`src/rtl/simon_serial_host_if.sv`:
```
// Signal bundle between the plaintext/ciphertext front end, simon_serial_host and the serial
// SIMON core. The host uses the slave modport; the front end / core model uses master.
interface simon_serial_host_if #(
  parameter int unsigned BLOCK_BITS = 128
);
  logic [BLOCK_BITS-1:0] pt_in;
  logic                  pt_valid;
  logic                  pt_ready;
  logic [BLOCK_BITS-1:0] ct_out;
  logic                  ct_valid;
  logic                  ct_ready;
  logic                  core_data_in;
  logic [1:0]            core_data_rdy;
  logic                  core_cipher_out;
  logic                  core_valid;
  logic                  busy;
  logic                  err;

  modport slave (
    input  pt_in, pt_valid, ct_ready, core_cipher_out, core_valid,
    output pt_ready, ct_out, ct_valid, core_data_in, core_data_rdy, busy, err
  );

  modport master (
    output pt_in, pt_valid, ct_ready, core_cipher_out, core_valid,
    input  pt_ready, ct_out, ct_valid, core_data_in, core_data_rdy, busy, err
  );
endinterface

```
`src/rtl/simon_serial_host.sv`:
```
// Host sequencer for the bit-serial SIMON core: loads key/plaintext serially, captures ciphertext.
// Optional RUN watchdog enabled by defining SIMON_HOST_TIMEOUT_EN.
module simon_serial_host #(
  parameter int unsigned BLOCK_BITS = 128,
  parameter int unsigned KEY_BITS   = 128
`ifdef SIMON_HOST_TIMEOUT_EN
  ,
  parameter int unsigned TIMEOUT    = 4095
`endif
) (
  input  logic               clk,
  input  logic               reset,
  simon_serial_host_if.slave bus
);

  localparam int unsigned MaxBits = (KEY_BITS > BLOCK_BITS) ? KEY_BITS : BLOCK_BITS;
  localparam int unsigned CntW    = $clog2(MaxBits) + 1;
  localparam logic [CntW-1:0] KeyLast = CntW'(KEY_BITS - 1);
  localparam logic [CntW-1:0] PtLast  = CntW'(BLOCK_BITS - 1);
  // Bit 0 is captured on the RUN exit edge, so CAPTURE counts the remaining BLOCK_BITS-1.
  localparam logic [CntW-1:0] CapLast = CntW'(BLOCK_BITS - 2);

  typedef enum logic [2:0] {StIdle, StLoadKey, StLoadPt, StRun, StCapture, StHold} state_e;

  state_e                state_q;
  logic [CntW-1:0]       cnt_q;
  logic [BLOCK_BITS-1:0] pt_sr_q;
  logic [BLOCK_BITS-1:0] ct_sr_q;
  logic                  pt_ready_q;
  logic                  ct_valid_q;
  logic                  data_in_q;
  logic [1:0]            data_rdy_q;
  logic                  busy_q;

`ifdef SIMON_HOST_TIMEOUT_EN
  localparam int unsigned WdW = $clog2(TIMEOUT + 1);
  localparam logic [WdW-1:0] WdLast = WdW'(TIMEOUT - 1);
  logic [WdW-1:0] wd_q;
  logic           err_q;
`endif

  always_ff @(posedge clk) begin
    if (reset) begin
      state_q    <= StIdle;
      cnt_q      <= '0;
      pt_sr_q    <= '0;
      ct_sr_q    <= '0;
      pt_ready_q <= 1'b1;
      ct_valid_q <= 1'b0;
      data_in_q  <= 1'b0;
      data_rdy_q <= 2'b00;
      busy_q     <= 1'b0;
`ifdef SIMON_HOST_TIMEOUT_EN
      wd_q       <= '0;
      err_q      <= 1'b0;
`endif
    end else begin
      case (state_q)
        StIdle: begin
          if (bus.pt_valid && pt_ready_q) begin
            pt_sr_q    <= bus.pt_in;
            pt_ready_q <= 1'b0;
            busy_q     <= 1'b1;
            data_rdy_q <= 2'b01;
            data_in_q  <= 1'b0;
            cnt_q      <= '0;
            state_q    <= StLoadKey;
          end
        end
        StLoadKey: begin
          if (cnt_q == KeyLast) begin
            // Present plaintext bit 0 in the first LOAD_PT cycle.
            cnt_q      <= '0;
            data_rdy_q <= 2'b10;
            data_in_q  <= pt_sr_q[0];
            pt_sr_q    <= pt_sr_q >> 1;
            state_q    <= StLoadPt;
          end else begin
            cnt_q <= cnt_q + CntW'(1);
          end
        end
        StLoadPt: begin
          if (cnt_q == PtLast) begin
            cnt_q      <= '0;
            data_rdy_q <= 2'b11;
            data_in_q  <= 1'b0;
            state_q    <= StRun;
`ifdef SIMON_HOST_TIMEOUT_EN
            wd_q       <= '0;
`endif
          end else begin
            cnt_q     <= cnt_q + CntW'(1);
            data_in_q <= pt_sr_q[0];
            pt_sr_q   <= pt_sr_q >> 1;
          end
        end
        StRun: begin
          if (bus.core_valid) begin
            ct_sr_q <= {bus.core_cipher_out, ct_sr_q[BLOCK_BITS-1:1]};
            cnt_q   <= '0;
            state_q <= StCapture;
`ifdef SIMON_HOST_TIMEOUT_EN
            wd_q    <= '0;
          end else if (wd_q == WdLast) begin
            wd_q       <= '0;
            err_q      <= 1'b1;
            data_rdy_q <= 2'b00;
            pt_ready_q <= 1'b1;
            busy_q     <= 1'b0;
            state_q    <= StIdle;
          end else begin
            wd_q <= wd_q + WdW'(1);
`endif
          end
        end
        StCapture: begin
          if (bus.core_valid) begin
            ct_sr_q <= {bus.core_cipher_out, ct_sr_q[BLOCK_BITS-1:1]};
            if (cnt_q == CapLast) begin
              cnt_q      <= '0;
              ct_valid_q <= 1'b1;
              data_rdy_q <= 2'b00;
              state_q    <= StHold;
            end else begin
              cnt_q <= cnt_q + CntW'(1);
            end
          end
        end
        StHold: begin
          if (bus.ct_ready) begin
            ct_valid_q <= 1'b0;
            pt_ready_q <= 1'b1;
            busy_q     <= 1'b0;
            cnt_q      <= '0;
            state_q    <= StIdle;
          end
        end
        default: state_q <= StIdle;
      endcase
    end
  end

  assign bus.pt_ready      = pt_ready_q;
  assign bus.ct_valid      = ct_valid_q;
  assign bus.ct_out        = ct_sr_q;
  assign bus.core_data_in  = data_in_q;
  assign bus.core_data_rdy = data_rdy_q;
  assign bus.busy          = busy_q;
`ifdef SIMON_HOST_TIMEOUT_EN
  assign bus.err = err_q;
`else
  assign bus.err = 1'b0;
`endif

endmodule

```
`src/flat_wrapper.sv`:
```
// flat-port wrapper written by rule: the top's interface ports become plain ports
module simon_serial_host_flat 
#(
  parameter int unsigned BLOCK_BITS = 128,
  parameter int unsigned KEY_BITS   = 128

)
  (clk, reset, bus_pt_in, bus_pt_valid, bus_ct_ready, bus_core_cipher_out, bus_core_valid, bus_pt_ready, bus_ct_out, bus_ct_valid, bus_core_data_in, bus_core_data_rdy, bus_busy, bus_err);
  simon_serial_host_if #(.BLOCK_BITS(BLOCK_BITS)) bus_i ();
  input  logic clk;
  input  logic reset;
  input wire logic [$bits(bus_i.pt_in)-1:0] bus_pt_in;
  input wire logic [$bits(bus_i.pt_valid)-1:0] bus_pt_valid;
  input wire logic [$bits(bus_i.ct_ready)-1:0] bus_ct_ready;
  input wire logic [$bits(bus_i.core_cipher_out)-1:0] bus_core_cipher_out;
  input wire logic [$bits(bus_i.core_valid)-1:0] bus_core_valid;
  output wire logic [$bits(bus_i.pt_ready)-1:0] bus_pt_ready;
  output wire logic [$bits(bus_i.ct_out)-1:0] bus_ct_out;
  output wire logic [$bits(bus_i.ct_valid)-1:0] bus_ct_valid;
  output wire logic [$bits(bus_i.core_data_in)-1:0] bus_core_data_in;
  output wire logic [$bits(bus_i.core_data_rdy)-1:0] bus_core_data_rdy;
  output wire logic [$bits(bus_i.busy)-1:0] bus_busy;
  output wire logic [$bits(bus_i.err)-1:0] bus_err;
  assign bus_i.pt_in = bus_pt_in;
  assign bus_i.pt_valid = bus_pt_valid;
  assign bus_i.ct_ready = bus_ct_ready;
  assign bus_i.core_cipher_out = bus_core_cipher_out;
  assign bus_i.core_valid = bus_core_valid;
  assign bus_pt_ready = bus_i.pt_ready;
  assign bus_ct_out = bus_i.ct_out;
  assign bus_ct_valid = bus_i.ct_valid;
  assign bus_core_data_in = bus_i.core_data_in;
  assign bus_core_data_rdy = bus_i.core_data_rdy;
  assign bus_busy = bus_i.busy;
  assign bus_err = bus_i.err;
  simon_serial_host #(.BLOCK_BITS(BLOCK_BITS), .KEY_BITS(KEY_BITS)) u_core (.clk(clk), .reset(reset), .bus(bus_i));
endmodule
```
`config.mk`:
```
export PLATFORM = sky130hd
export DESIGN_NAME = simon_serial_host_flat
export DESIGN_NICKNAME = d
export VERILOG_FILES = /design/src/rtl/simon_serial_host_if.sv /design/src/rtl/simon_serial_host.sv /design/src/flat_wrapper.sv
export SDC_FILE = /design/constraint.sdc
export NUM_CORES = 1
export LEC_CHECK = 0
export ABC_AREA = 1
export CORE_MARGIN = 5
export CORE_UTILIZATION = 35
export CTS_BUF_LIST = sky130_fd_sc_hd__clkbuf_4 sky130_fd_sc_hd__clkbuf_8
export DETAILED_ROUTE_END_ITERATION = 8
export DONT_BUFFER_PORTS = 1
export MAX_ROUTING_LAYER = met4
export SETUP_SLACK_MARGIN = 0.1
export SLEW_MARGIN = 20
export SYNTH_ARGS = -nofsm -noshare
export SYNTH_HDL_FRONTEND = slang
export SYNTH_SLANG_ARGS = --single-unit
```
`constraint.sdc`:
```
create_clock -name clk -period 5.52 [get_ports clk]
set_clock_uncertainty 0.15 [all_clocks]
set_input_delay 0.276 -clock clk [delete_from_list [all_inputs] [get_ports clk]]
set_output_delay 0.276 -clock clk [all_outputs]
set_load 0.02 [all_outputs]
```
==> run metrics <==
status completed; worst skew pair latency 0.55 ns; CP Max Fanout 83; CTS max path bufs 3; initial antenna violation count 1; postcts setup bufs 0; Pleak 6.47 nW; mean post-synth cell area 6.49 µm²; f_max 0.345 GHz; io pins 269; row cnt 67; number of flops mapped to enable cells by yosys 0; FF+latch count, synth 273; CP required 5.81 ns; antenna-violating nets left 0; clk root buf clkbuf_8; final setup TNS 0 ns; Die ar. 0.0377 mm²; number of global-route vias before repair 9918; Synth area leaders dfxtp_1 (46%), nor2_1 (17%), nand2_1 (14%); register area share after synthesis 46.0%; max-cap viol count 0; P&R area growth vs syn 20.7%; total global routing overflow 0; GPL Wtd Cong 0.795; routed vias/inst 4.54; die width 194 µm; CP cell instances ha_1 > nand2_1 > nor2_2 > nand3_1 > nand2_4 > buf_4 > nand2_1 > nand2_1 > nor2_1; HP Class in -> reg; dpl ws 2.64 ns; P_int 4.63 mW; drt wl/cell 12.8 µm; global-route wire length before repair 50.3 mm; setup slack after layout 2.62 ns; Yosys cell types 25; share of layout cells above drive strength 1 5.68%; period utilization 52.5%; Final min period 2.90 ns; RSZ-0062 raised after global routing no; post-DP HPWL 18.9 mm; Gate Count Post-Synth 1830; Crit-path slowest cell nand2_4; CTS Buf Count 49; Total Wirelength 30.6 mm; peak supply drop 0.381 mV; Worst slew margin 38.0%; IO buf count 0; Pins Over Slew Limit 0; Reg clk slew, reported paths 0.06 ns; top-count cell post-synth nor2_1; Startpoint Class flop; total power 7.98 mW; final hold vios 0; DR vias 10800; Top FF cell, synth dfxtp_1; CTS H-Tree Depth 2; total iterations of the first detailed-routing run 5; pwr dens 557 mW/mm²; initial DRC count 444; Comb pwr share 35.3%; Top Family by Delay on Critical Path simple AND/OR/NAND/NOR gates; Sw Ratio 42.0%; final setup fails 0; Post-Syn Nets 1966; mapped cell area 0.0119 mm²; clock share of power 24.2%; Tot GR Track Use 16.0%; worst setup path category reg -> reg; core area 0.0335 mm²; Syn. warnings 0; cell mode on critical path nand2_1; Sinks on Clock Net 273; max incr delay on CP 0.66 ns; Setup crit end kind flop; Post-synth ARST share 0%; Residual DRC 0; Die Y 194 µm; fillers 3434; Net Sw Power 3.36 mW; CTS tree yes; Starting Density 35.4%; post-synth top area share 46.0%; Worst Tran Pin Value 0.930 ns; worst endpoint data arrival time 3.18 ns; Buf+Inv Stages, Crit Path 1; top post-synthesis cells by count nor2_1 (531), nand2_1 (440), dfxtp_1 (273); largest net degree at the start of global routing 145; Synth area leader dfxtp_1; Seq pwr share 40.5%; # nets final 2041
[layout by cell type (no fill, tap or decap), types with 6 or more instances in the layout]
cell type / n
inv_1: 148
dfxtp_1: 273
nand2_1: 438
clkbuf_4: 20
nor2_1: 531
a21oi_1: 12
o21ai_0: 258
dlygate4sd3_1: 133
nand3_1: 17
nand4_1: 6
clkbuf_8: 58
buf_4: 6
[worst paths after layout]
kind	slack, ns	to	startpoint	cells past startpoint
worst max-delay path	2.62	u_core.pt_sr_q[88]	u_core.cnt_q[1]	9
worst min-delay path	0.05	u_core.bus.core_data_in	bus_pt_valid	6
worst max register to register	2.62	u_core.pt_sr_q[88]	u_core.cnt_q[1]	9
worst min register to register	0.36	u_core.cnt_q[0]	u_core.cnt_q[0]	2
[worst register-to-register path: stages, from the launching register on]
cell and delay [ns]:
dfxtp_1 0.38, ha_1 0.19, nand2_1 0.11, nor2_2 0.21, nand3_1 0.15, nand2_4 0.66
buf_4 0.67, nand2_1 0.13, nand2_1 0.09, nor2_1 0.05
[cell type report]
class,instances,area (µm²),area share [%]
Sequential cell,273,5470,38.1
Multi-Input combinational cell,1286,5300,37.0
Timing Repair Buffer,141,1420,9.88
Clock buffer,78,948,6.62
Inverter,154,589,4.11
Tap cell,448,561,3.91
Clock inverter,5,52.6,0.367
Antenna cell,1,2.50,0.0175
[per-stage QoR]
| step | cell area (µm²) | utilization, % | cells | hold WS [ns] |
|---|---|---|---|---|
| 6_report | 14300 | 42.7 | 2386 | 0.0534 |
| 2_1_floorplan | 11900 | - | 1830 | 0.195 |
| 3_5_place_dp | 12000 | 35.8 | 2169 | 0.203 |
| 3_3_place_gp | 12000 | 35.8 | 2169 | 0.201 |
| 5_1_grt | 14300 | 42.7 | 2386 | 0.0662 |
| 4_1_cts | 14300 | 42.7 | 2385 | 0.000261 |
[sequential cells by signal (all words and copies together), names as in the netlist]
register and cells:
u_core.bus.ct_out 128, u_core.pt_sr_q 128, u_core.cnt_q 8, u_core.state_q 3
u_core.bus.core_data_rdy 2, u_core.bus.busy 1, u_core.bus.core_data_in 1, u_core.bus.ct_valid 1
u_core.bus.pt_ready 1
[metal layers]
layer  vias up  track usage, %  routed length [µm]
met5         -               -                   0
met4         0            4.30                 583
met3        51            7.49                3270
met2       284            23.9               13400
met1      4768            19.4               13300
li1       5736               -                   -
[cell families after synthesis]
group | share of synthesized area (%)
compound gates | 11.6
xor+xnor | 0.0738
fa+ha+maj | 0.211
buf+inv | 9.50
flops | 46.0
other cells | 0.0316
simple gates | 32.6
[what timing repair did]
action | in CTS | in global routing
hold endpoints to repair | 156 | 0
hold buffers | 133 | 0
endpoints found under the setup margin | 0 | 0
gates resized for setup | 0 | 0
[power groups by stage]
stage	Combinational (mW)	Sequential (mW)	Clock, mW
6_report	2.82	3.23	1.93
3_3_place_gp	2.67	3.27	0
4_1_cts	2.84	3.24	2.01
5_1_grt	3.36	3.31	2.10
3_5_place_dp	2.74	3.28	0
2_1_floorplan	2.42	3.12	0
Power figures use the tool's default switching activity.
